**src/rtl/digdug_scan_timing.sv**
```systemverilog
// Raster timing generator and pixel output stage for the DigDug core: derives the pixel
// enable, PH/PV counters, pipeline-aligned blank/sync and blanked RGB 3:3:2.
module digdug_scan_timing #(
   parameter int unsigned CLK_DIV  = 8,
   parameter int unsigned H_TOTAL  = 384,
   parameter int unsigned H_ACTIVE = 288,
   parameter int unsigned HS_START = 304,
   parameter int unsigned HS_WIDTH = 32,
   parameter int unsigned V_TOTAL  = 264,
   parameter int unsigned V_ACTIVE = 224,
   parameter int unsigned VS_START = 240,
   parameter int unsigned VS_WIDTH = 3,
   parameter int unsigned PIPE     = 2
) (
   input  logic       MCLK,
   input  logic       RESET_N,
   input  logic [3:0] HOFS,
   input  logic [3:0] VOFS,
   input  logic [7:0] POUT,
   output logic       PCE,
   output logic [8:0] PH,
   output logic [8:0] PV,
   output logic       HBLK,
   output logic       VBLK,
   output logic       HSYNC,
   output logic       VSYNC,
   output logic       DE,
   output logic [2:0] R,
   output logic [2:0] G,
   output logic [1:0] B
);

   localparam int unsigned DW = (CLK_DIV > 1) ? $clog2(CLK_DIV) : 1;
   localparam logic [DW-1:0] DIV_LAST = DW'(CLK_DIV - 1);

   logic [DW-1:0] r_div;
   logic [DW-1:0] w_div_next;
   logic [3:0]    r_hofs;
   logic [3:0]    r_vofs;
   logic [9:0]    w_hs0, w_vs0, w_hd, w_vd, w_hmod, w_vmod;
   logic          w_hb, w_vb, w_hs, w_vs;
   logic [3:0]    w_raw;
   logic [3:0]    w_tap;
   logic          w_de_next;
   logic          w_frame_wrap;

   assign w_div_next = (r_div == DIV_LAST) ? '0 : r_div + 1'b1;

   assign w_hb = PH >= 9'(H_ACTIVE);
   assign w_vb = PV >= 9'(V_ACTIVE);

   // Sync distance is taken modulo the line/frame length so windows may straddle count 0.
   assign w_hs0  = 10'(HS_START) + {{6{r_hofs[3]}}, r_hofs};
   assign w_vs0  = 10'(VS_START) + {{6{r_vofs[3]}}, r_vofs};
   assign w_hd   = {1'b0, PH} - w_hs0;
   assign w_vd   = {1'b0, PV} - w_vs0;
   assign w_hmod = w_hd[9] ? w_hd + 10'(H_TOTAL)
                 : ((w_hd >= 10'(H_TOTAL)) ? w_hd - 10'(H_TOTAL) : w_hd);
   assign w_vmod = w_vd[9] ? w_vd + 10'(V_TOTAL)
                 : ((w_vd >= 10'(V_TOTAL)) ? w_vd - 10'(V_TOTAL) : w_vd);
   assign w_hs   = w_hmod < 10'(HS_WIDTH);
   assign w_vs   = w_vmod < 10'(VS_WIDTH);
   assign w_raw  = {w_hb, w_vb, w_hs, w_vs};

   assign w_frame_wrap = (PH == 9'(H_TOTAL - 1)) && (PV == 9'(V_TOTAL - 1));
   assign w_de_next    = ~w_tap[3] & ~w_tap[2];

   generate
      if (PIPE == 0) begin : g_nopipe
         assign w_tap = w_raw;
      end else begin : g_pipe
         logic [3:0] r_pipe [PIPE];
         always_ff @(posedge MCLK or negedge RESET_N) begin
            if (!RESET_N) begin
               for (int unsigned i = 0; i < PIPE; i++) r_pipe[i] <= '0;
            end else if (PCE) begin
               r_pipe[0] <= w_raw;
               for (int unsigned i = 1; i < PIPE; i++) r_pipe[i] <= r_pipe[i-1];
            end
         end
         assign w_tap = r_pipe[PIPE-1];
      end
   endgenerate

   always_ff @(posedge MCLK or negedge RESET_N) begin
      if (!RESET_N) begin
         r_div  <= '0;
         r_hofs <= '0;
         r_vofs <= '0;
         PCE    <= 1'b0;
         PH     <= '0;
         PV     <= '0;
         HBLK   <= 1'b0;
         VBLK   <= 1'b0;
         HSYNC  <= 1'b0;
         VSYNC  <= 1'b0;
         DE     <= 1'b0;
         R      <= '0;
         G      <= '0;
         B      <= '0;
      end else begin
         r_div <= w_div_next;
         PCE   <= (w_div_next == DIV_LAST);
         if (PCE) begin
            if (PH == 9'(H_TOTAL - 1)) begin
               PH <= '0;
               PV <= (PV == 9'(V_TOTAL - 1)) ? '0 : PV + 9'd1;
            end else begin
               PH <= PH + 9'd1;
            end
            if (w_frame_wrap) begin
               r_hofs <= HOFS;
               r_vofs <= VOFS;
            end
            HBLK  <= w_tap[3];
            VBLK  <= w_tap[2];
            HSYNC <= w_tap[1];
            VSYNC <= w_tap[0];
            DE    <= w_de_next;
            R     <= w_de_next ? POUT[7:5] : '0;
            G     <= w_de_next ? POUT[4:2] : '0;
            B     <= w_de_next ? POUT[1:0] : '0;
         end
      end
   end

endmodule

```
**config.mk**
```make
export PLATFORM = sky130hd
export DESIGN_NAME = digdug_scan_timing
export DESIGN_NICKNAME = d
export VERILOG_FILES = /design/src/rtl/digdug_scan_timing.sv
export SDC_FILE = /design/constraint.sdc
export NUM_CORES = 1
export LEC_CHECK = 0
export BUFFER_PORTS_ARGS = -buffer_cell sky130_fd_sc_hd__buf_2
export CAP_MARGIN = 40
export CORE_MARGIN = 1
export CORE_UTILIZATION = 50
export CTS_CLUSTER_DIAMETER = 200
export CTS_CLUSTER_SIZE = 10
export DETAILED_ROUTE_END_ITERATION = 10
export PLACE_DENSITY = 0.71
export SYNTH_ARGS = -nofsm -noshare
export SYNTH_HDL_FRONTEND = slang
export SYNTH_SLANG_ARGS = --single-unit
```
**constraint.sdc**
```tcl
create_clock -name MCLK -period 8.6 [get_ports MCLK]
set_input_delay 1.29 -clock MCLK [delete_from_list [all_inputs] [get_ports MCLK]]
set_output_delay 1.29 -clock MCLK [all_outputs]
set_load 0.005 [all_outputs]
```
Yosys cells after proc, flatten, opt, wreduce, memory -nomap -nowiden
Cells that the tools add are included.
{ "op_classes": {"n_eq_ne": 4, "n_addsub": 11, "bitwise": 3, "muxes": 10, "shift": 0, "mul": 0, "n_reduce_logical": 3, "n_div": 0, "order_cmp": 6} }
{ "ops": {"columns": ["cell", "n"], "rows": [
  ["10-bit two-way mux", 4],
  ["10-bit by 9-bit adder with 10-bit output (second input constant)", 2],
  ["10-bit by 9-bit greater-or-equal comparator with 1-bit output (second input constant)", 2],
  ["10-bit by 9-bit subtractor with 10-bit output (second input constant)", 2],
  ["9-bit by 10-bit subtractor with 10-bit output", 2],
  ["9-bit by 1-bit adder with 9-bit output (second input constant)", 2],
  ["9-bit == test (second input constant)", 2],
  ["9-bit two-way mux", 2],
  ["9-bit by 10-bit adder with 10-bit output (first input constant)", 1],
  ["9-bit by 4-bit adder with 10-bit output (first input constant)", 1],
  ["10-bit by 2-bit < comparator with 1-bit output (second input constant)", 1],
  ["10-bit by 6-bit < comparator with 1-bit output (second input constant)", 1],
  ["9-bit by 8-bit greater-or-equal comparator with 1-bit output (second input constant)", 1],
  ["9-bit greater-or-equal comparator (second input constant)", 1],
  ["3-bit two-way mux", 3],
  ["3-bit == test (second input constant)", 2],
  ["2-bit AND reduction", 2],
  ["3-bit by 1-bit adder with 3-bit output (second input constant)", 1],
  ["2-bit two-way mux", 1],
  ["1-bit inverter", 2],
  ["1-bit bitwise AND", 1],
  ["1-bit logical AND", 1]
]} }
{ "word_totals": {"out_inout_bits": 32, "input_bits": 18, "word_cells": 53, "romBits": 0, "ramBits": 0, "ff_bits": 51, "latchBits": 0, "mem_count": 0} }

Depth between registers and ports, before layout
Gate-level depths: netlist of the first run.
{ "logic_depth": {"depth_word": 6, "depth_mapped": 18, "depth_no_buf": 18} }

Least setup slack after synthesis of the first run
Ideal clock, no wire load.
{ "synth_timing": {"path_type": "flip-flop to flip-flop", "start": "reg PV[1]", "end": "reg g_pipe.r_pipe[4] (netlist name)", "stages_incl_launch_ff": 11, "t_arrival_ps": 3288, "path_slack_ps": 5208, "path_buffers": 0, "period_less_slack_ps": 3392, "cell_sequence": "dfrtp_1 ha_1 ha_1 fa_1 xor2_1 inv_1 ha_1 nor4b_2 or4b_1 and4b_1 o41ai_2"} }
{ "synth_between": {"elab_chain_len": 5, "elab_cells_between_ends": 7} }
{ "synth_lines": {"columns": ["item", "line_no", "text"], "rows": [
  ["start: declaration", "22", "output logic [8:0] PV,"],
  ["start signal: assignment", "107", "PV <= (PV == 9'(V_TOTAL - 1)) ? '0 : PV + 9'd1;"],
  ["9-bit by 10-bit subtractor with 10-bit output (*)", "56", "assign w_vd = {1'b0, PV} - w_vs0;"],
  ["10-bit by 9-bit subtractor with 10-bit output or 10-bit by 9-bit greater-or-equal comparator with 1-bit output (tied branches)", "60", ": ((w_vd >= 10'(V_TOTAL)) ? w_vd - 10'(V_TOTAL) : w_vd);"],
  ["10-bit two-way mux", "60", null],
  ["10-bit two-way mux (*)", "59", "assign w_vmod = w_vd[9] ? w_vd + 10'(V_TOTAL)"],
  ["10-bit by 2-bit < comparator with 1-bit output (*)", "62", "assign w_vs = w_vmod < 10'(VS_WIDTH);"],
  ["end: declaration", "72", "logic [3:0] r_pipe [PIPE];"]
]} }
Mark *: on every way between the ends. The rest lies on a longest branch, timed or not.
A chain may end at the register's enable or synchronous reset.

Worst setup path after layout of the first run
Ends and elaborated chain as after synthesis.

==> run metrics, run 1 <==
Tcrit/Tclk final 0.4222; synthesized net count 393; router iterations before antenna repair 7; worst slew pin tran 634.0 ps; max frequency 0.2754 GHz; multi-input logic area 1906 um2; maximum clock insertion buffer count 2; Core Area 6422 um2; final worst slack 4969 ps; worst min-delay path class reg -> reg; vias in the first global route 2598; failing checks DRC; gp weighted congestion 0.8649; Post-synth EDFFs 0; Synth Warn # 0; Critical Path Source Type flip-flop; Critical Path Fanout Max 6; Cell Rows 29; initial antenna violation count 0; MaxCap Viol Count 0; IO buf count 49; crit path time final 3631 ps; DP Wirelength 5013 um; Power Dens Cells 129.8 nW/um2; leak pwr 1.964 nW; register area share after synthesis 0.3786; Area contributors post-synth dfrtp_1 (38%), ha_1 (17%), mux2_2 (5.3%), inv_1 (5.1%), xnor2_1 (4.2%); average size of a mapped cell 10.28 um2; cts bufs inserted 5; WP data required 8810 ps; clock tree from TritonCTS yes; layout cells sized above 1 0.2286; asr flop ratio synth 1.000; FF+latch area 1276 um2; drc violations 2; fin nets 449; first-pass GRT wire length 11670 um; Finish-stage setup viols 0; Filler Cell Count 538; Worst Path Arrival 3840 ps; Worst slew margin 0.5773; Worst Setup End Kind flip-flop; diode count 0; TNS Setup 0 ps; dpl ws 4982 ps; gr ovfl total 0; Hold Fails Final Rpt 0; Starting Density 0.5248; largest net degree at the start of global routing 52; Post-CTS Hold Buffers 0; DR iter-0 viols 83; Clock transition at path regs 100 ps; worst clock skew 5.725 ps; Synth area leader dfrtp_1; vias 2539; Detail Route Antenna Nets 0; All-Layer GR Usage 0.2047; die height 84.11 um; CTS resizes 0; max-slew violations 0; Die W 84.11 um; status finished with violations; root buf cell clkbuf_8; commonest non-fill, non-tap cell in the layout dfrtp_1; Area growth syn-to-layout 14.07%; die area 7074 um2; drt total wl 6546 um; Syn Inst Count 328; crit path kind reg -> reg; H-tree depth 2; # Post-CTS Setup Buffers 0; Synth Cell Area 3371 um2; Ports 50; most frequent cells in the layout dfrtp_1 (51), buf_2 (50), inv_1 (46), ha_1 (45); clk_lat worst skew 310 ps; Distinct cells, synth 58; worst vdd ir 0.07669 mV; Primary FF master, synth dfrtp_1; Seq cells post-synth 51; CTS Sinks 51; mean number of vias per cell 5.496; RSZ-0062 raised after global routing false; Yosys top cell area share 0.3786; WL/cell 14.17 um; PnR Total Power 499.1 uW
==> cells in the mapped netlist, drive strengths merged (3+ instances only) <==
cell and instances:
nor3 8, a31oi 3, clkbuf 3, a21o 6
nand3 10, inv 46, a22o 9, nand4 5
xnor2 17, xor2 7, nand2 12, a21oi 12
o21bai 3, nor2 13, nor3b 3, and3 5
ha 45, mux2 16, dfrtp 51, o21ai 14
==> routing by layer <==
metal  share of wire  GRT usage
met2            0.50     0.3651
met3           0.028    0.03165
met5               0          0
met1            0.46     0.2508
met4           0.019    0.07524
==> metrics by stage <==
| stage | hold slack [ps] | std cells | util | area (um2) |
|---|---|---|---|---|
| 6_report | 467.5 | 462 | 0.5987 | 3845 |
| 2_1_floorplan | 427.9 | 328 | - | 3371 |
| 3_3_place_gp | 452.4 | 453 | 0.5790 | 3719 |
| 4_1_cts | 472.7 | 462 | 0.5987 | 3845 |
| 5_1_grt | 503.1 | 462 | 0.5987 | 3845 |
| 3_5_place_dp | 453.4 | 454 | 0.5798 | 3724 |
==> state kept, by name, summed over array words and instances, names as in the netlist, 2 cells and up <==
register,flops
B,2
R,3
r_div,3
g_pipe.r_pipe,4
G,3
PV,9
r_vofs,4
PH,9
w_tap,4
r_hofs,4
==> critical path, stage by stage, from the launching register on <==
cell	delay (ps)
dfrtp_1	440
ha_1	310
ha_1	220
fa_1	400
xor2_1	310
inv_1	180
ha_1	350
nor4b_2	310
or4b_1	450
and4b_1	230
o41ai_2	330
==> kinds of logic (layout without fill, tap and decap cells) <==
group                      after synthesis  after routing  share of synthesized area
AOI/OAI and AO/OA                       64             64                     0.1399
adders and majority gates               47             47                     0.1789
buffers and inverters                   50            107                    0.05605
DFF                                     51             51                     0.3786
xor gates and xnor gates                24             24                    0.06459
and+or+nand+nor                         74             74                     0.1225
muxes                                   18             18                    0.05939
==> power by group <==
part           switching, mW  internal (mW)
Clock                 0.0825         0.0958
Combinational         0.0408         0.0324
Sequential           0.00283          0.245
Total                  0.126          0.373
==> final timing paths <==
path                            slack, ps  cells past startpoint  startpoint               end
worst max-delay path                 4970                     10       PV[1]  g_pipe.r_pipe[4]
worst min-delay path                  470                      1    r_div[0]          r_div[0]
worst max register to register       4970                     10       PV[1]  g_pipe.r_pipe[4]
min in group asynchronous            1080                      2     RESET_N              B[0]
worst min register to register        470                      1    r_div[0]          r_div[0]
max in group asynchronous            7100                      2     RESET_N         r_vofs[1]
==> layout make-up <==
| class | count | share of cell area |
|---|---|---|
| multi-input combinational | 227 | 0.4956 |
| sequential | 51 | 0.3319 |
| timing repair buffer | 53 | 0.07094 |
| inverter | 46 | 0.04491 |
| tap | 77 | 0.02506 |
| clock buffer | 6 | 0.02148 |
| clock inverter | 2 | 0.01009 |
Power figures use the tool's default switching activity.
==> inputs of run 2 (changes only) <==
--- a/config.mk
+++ b/config.mk
@@ -12,7 +12,7 @@
 export CTS_CLUSTER_DIAMETER = 200
 export CTS_CLUSTER_SIZE = 10
 export DETAILED_ROUTE_END_ITERATION = 10
-export PLACE_DENSITY = 0.71
+export PLACE_DENSITY = 0.74
 export SYNTH_ARGS = -nofsm -noshare
 export SYNTH_HDL_FRONTEND = slang
 export SYNTH_SLANG_ARGS = --single-unit
==> constraint.sdc (replaced) <==
create_clock -name MCLK -period 3.1 [get_ports MCLK]
set_input_delay 0.465 -clock MCLK [delete_from_list [all_inputs] [get_ports MCLK]]
set_output_delay 0.465 -clock MCLK [all_outputs]
set_load 0.005 [all_outputs]
==> run metrics, run 2 (same netlist as run 1, synthesis figures left out) <==
Int Pwr 986.1 uW (was 373.0 uW); sw frac 0.2838 (was 0.2527); All-Layer GR Usage 0.2238 (was 0.2047); die area 7074 um2 (unchanged); WP data required 3310 ps (was 8810 ps); Starting Density 0.5248 (unchanged); Power Dens Cells 312.2 nW/um2 (was 129.8 nW/um2); Worst Path Arrival 3350 ps (was 3840 ps); most frequent cells in the layout dfrtp_1 (50), buf_2 (50), buf_4 (48), inv_1 (35), ha_1 (33) (was dfrtp_1 (51), buf_2 (50), inv_1 (46), ha_1 (45)); gp weighted congestion 0.8799 (was 0.8649); TNS Setup -37.81 ps (was 0 ps); router iterations before antenna repair 9 (was 7); initial antenna violation count 0 (unchanged); Finish-stage setup viols 1 (was 0); diode count 0 (unchanged); gr ovfl total 0 (unchanged); biggest regs PH x9, PV x9 (unchanged); reg2reg start PV[1] (unchanged); max frequency 0.3187 GHz (was 0.2754 GHz); PnR Total Power 1.377 mW (was 499.1 uW); WL/cell 15.23 um (was 14.17 um); Critical Path Source Type flip-flop (unchanged); MaxCap Viol Count 0 (unchanged); worst min-delay path class in -> async (was reg -> reg); crit path time final 3138 ps (was 3631 ps); critical path, cell by cell ha_4 -> ha_4 -> fa_2 -> a21o_1 -> buf_4 -> a21oi_4 -> xnor2_4 -> nor4b_4 -> or4b_1 -> and4b_1 -> o41ai_2 (was ha_1 -> ha_1 -> fa_1 -> xor2_1 -> inv_1 -> ha_1 -> nor4b_2 -> or4b_1 -> and4b_1 -> o41ai_2); Detail Route Antenna Nets 0 (unchanged); max-slew violations 0 (unchanged); root buf cell clkbuf_8 (unchanged); maximum clock insertion buffer count 2 (unchanged); Area growth syn-to-layout 30.85% (was 14.07%); launch point of the worst path PV[1] (unchanged); CTS Sinks 51 (unchanged); slowest stage cell on the critical path or4b_1 (unchanged); Critical Path Fanout Max 5 (was 6); drt total wl 7736 um (was 6546 um); leak pwr 2.182 nW (was 1.964 nW); crit path kind reg -> reg (unchanged); drc violations 8 (was 2); vias 2788 (was 2539); worst clock skew 6.806 ps (was 5.725 ps); R2R depth 11 (was 10); final worst slack -37.81 ps (was 4969 ps); first-pass GRT wire length 12690 um (was 11670 um); Die W 84.11 um (unchanged); Clock power frac 0.287 (was 0.357); status finished with violations (unchanged); worst flop-to-flop path endpoint g_pipe.r_pipe[4] (unchanged); RSZ-0062 raised after global routing true (was false); DP Wirelength 5641 um (was 5013 um); failing checks DRC, setup timing (was DRC); die height 84.11 um (unchanged); IO buf count 49 (unchanged); H-tree depth 2 (unchanged); mean number of vias per cell 5.488 (was 5.496); Tcrit/Tclk final 1.012 (was 0.4222); worst slew pin tran 608.9 ps (was 634.0 ps); Worst Setup End Kind flip-flop (unchanged); Net Switching 390.8 uW (was 126.1 uW); largest net degree at the start of global routing 27 (was 52); Ports 50 (unchanged); CP peak stage delay 450 ps (about the same); R2R setup slack -40 ps (was 4970 ps); Top cell by count, worst path ha_4 (was ha_1); vias in the first global route 2814 (was 2598); Clock transition at path regs 100 ps (about the same); fin nets 495 (was 449); Hold Fails Final Rpt 0 (unchanged); clock tree from TritonCTS yes (unchanged); layout cells sized above 1 0.4037 (was 0.2286); DR iter-0 viols 121 (was 83); Core Area 6422 um2 (unchanged); worst vdd ir 0.1748 mV (was 0.07669 mV); Cell Rows 29 (unchanged); sequential power share 0.500 (was 0.496); cts bufs inserted 5 (unchanged); clk_lat worst skew 310 ps (about the same); Worst slew margin 0.5940 (was 0.5773); Gate power share 0.213 (was 0.147)
[run 2: cell types whose count changed in the layout (fill, tap and decap cells not counted), sizes merged]
| cell | delta |
|---|---|
| buf | +46 |
| bufinv | -1 |
| clkbuf | -1 |
| clkinv | +1 |
| clkinvlp | +2 |
| inv | -1 |
[run 2: layer usage]
| layer | part of all wire | GRT usage | up-vias |
|---|---|---|---|
| met4 | 0.026 | 0.09091 | 0 |
| met3 | 0.033 | 0.02967 | 19 |
| met5 | 0 | 0 | - |
| met2 | 0.51 | 0.4031 | 59 |
| li1 | - | - | 1361 |
| met1 | 0.43 | 0.2699 | 1349 |
[run 2: power groups by stage]
stage | Sequential [mW] | Clock [mW] | Combinational [mW]
2_1_floorplan | 0.700 | 0 | 0.147
3_3_place_gp | 0.700 | 0 | 0.227
3_5_place_dp | 0.701 | 0 | 0.237
4_1_cts | 0.687 | 0.405 | 0.258
5_1_grt | 0.690 | 0.432 | 0.323
6_report | 0.688 | 0.395 | 0.294
[run 2: worst max-delay path by stage]
stage               slack [ps]  depth (start not counted)          endpoint
global placement            -4                         12  g_pipe.r_pipe[4]
finish                     -40                         11  g_pipe.r_pipe[4]
detailed placement        -130                         12  g_pipe.r_pipe[4]
CTS                        -80                         12  g_pipe.r_pipe[4]
floorplan                   20                         11  g_pipe.r_pipe[4]
global route              -170                         13  g_pipe.r_pipe[4]
[run 2: through the flow]
step	cell area [um2]	utilization	hold slack (ps)	std cells	worst slack (ps)
after floorplan	3427	-	169.4	328	19.68
after global placement	4030	0.6275	445.2	487	-3.666
after detailed placement	4035	0.6283	459.5	488	-127.4
after CTS	4222	0.6573	169.1	503	-83.51
after global routing	4410	0.6867	187.4	508	-174.5
final	4410	0.6867	153.1	508	-37.81
[run 2: critical path: cells and delay by family (launching register included)]
kind                       cells  cell delay (ps)
and+or+nand+nor                3              890
xor gates and xnor gates       1              140
DFF                            1              420
AOI/OAI and AO/OA              3              640
buffers and inverters          1              150
adders and majority gates      3              800
[run 2: repair_timing]
item,in CTS,in global routing
hold buffers,0,0
buffers inserted,7,5
endpoints found under the setup margin,2,2
resized for setup,9,36
pin swaps,10,24
[run 2: final cells by class]
class                           instances  area (um2)
Clock inverter                          3       20.02
Multi-Input combinational cell        227        2153
Sequential cell                        51        1277
Tap cell                               77       96.34
Clock buffer                            5       68.82
Fill cell                             480        2012
Inverter                               46       172.7
Timing Repair Buffer                   99       621.8
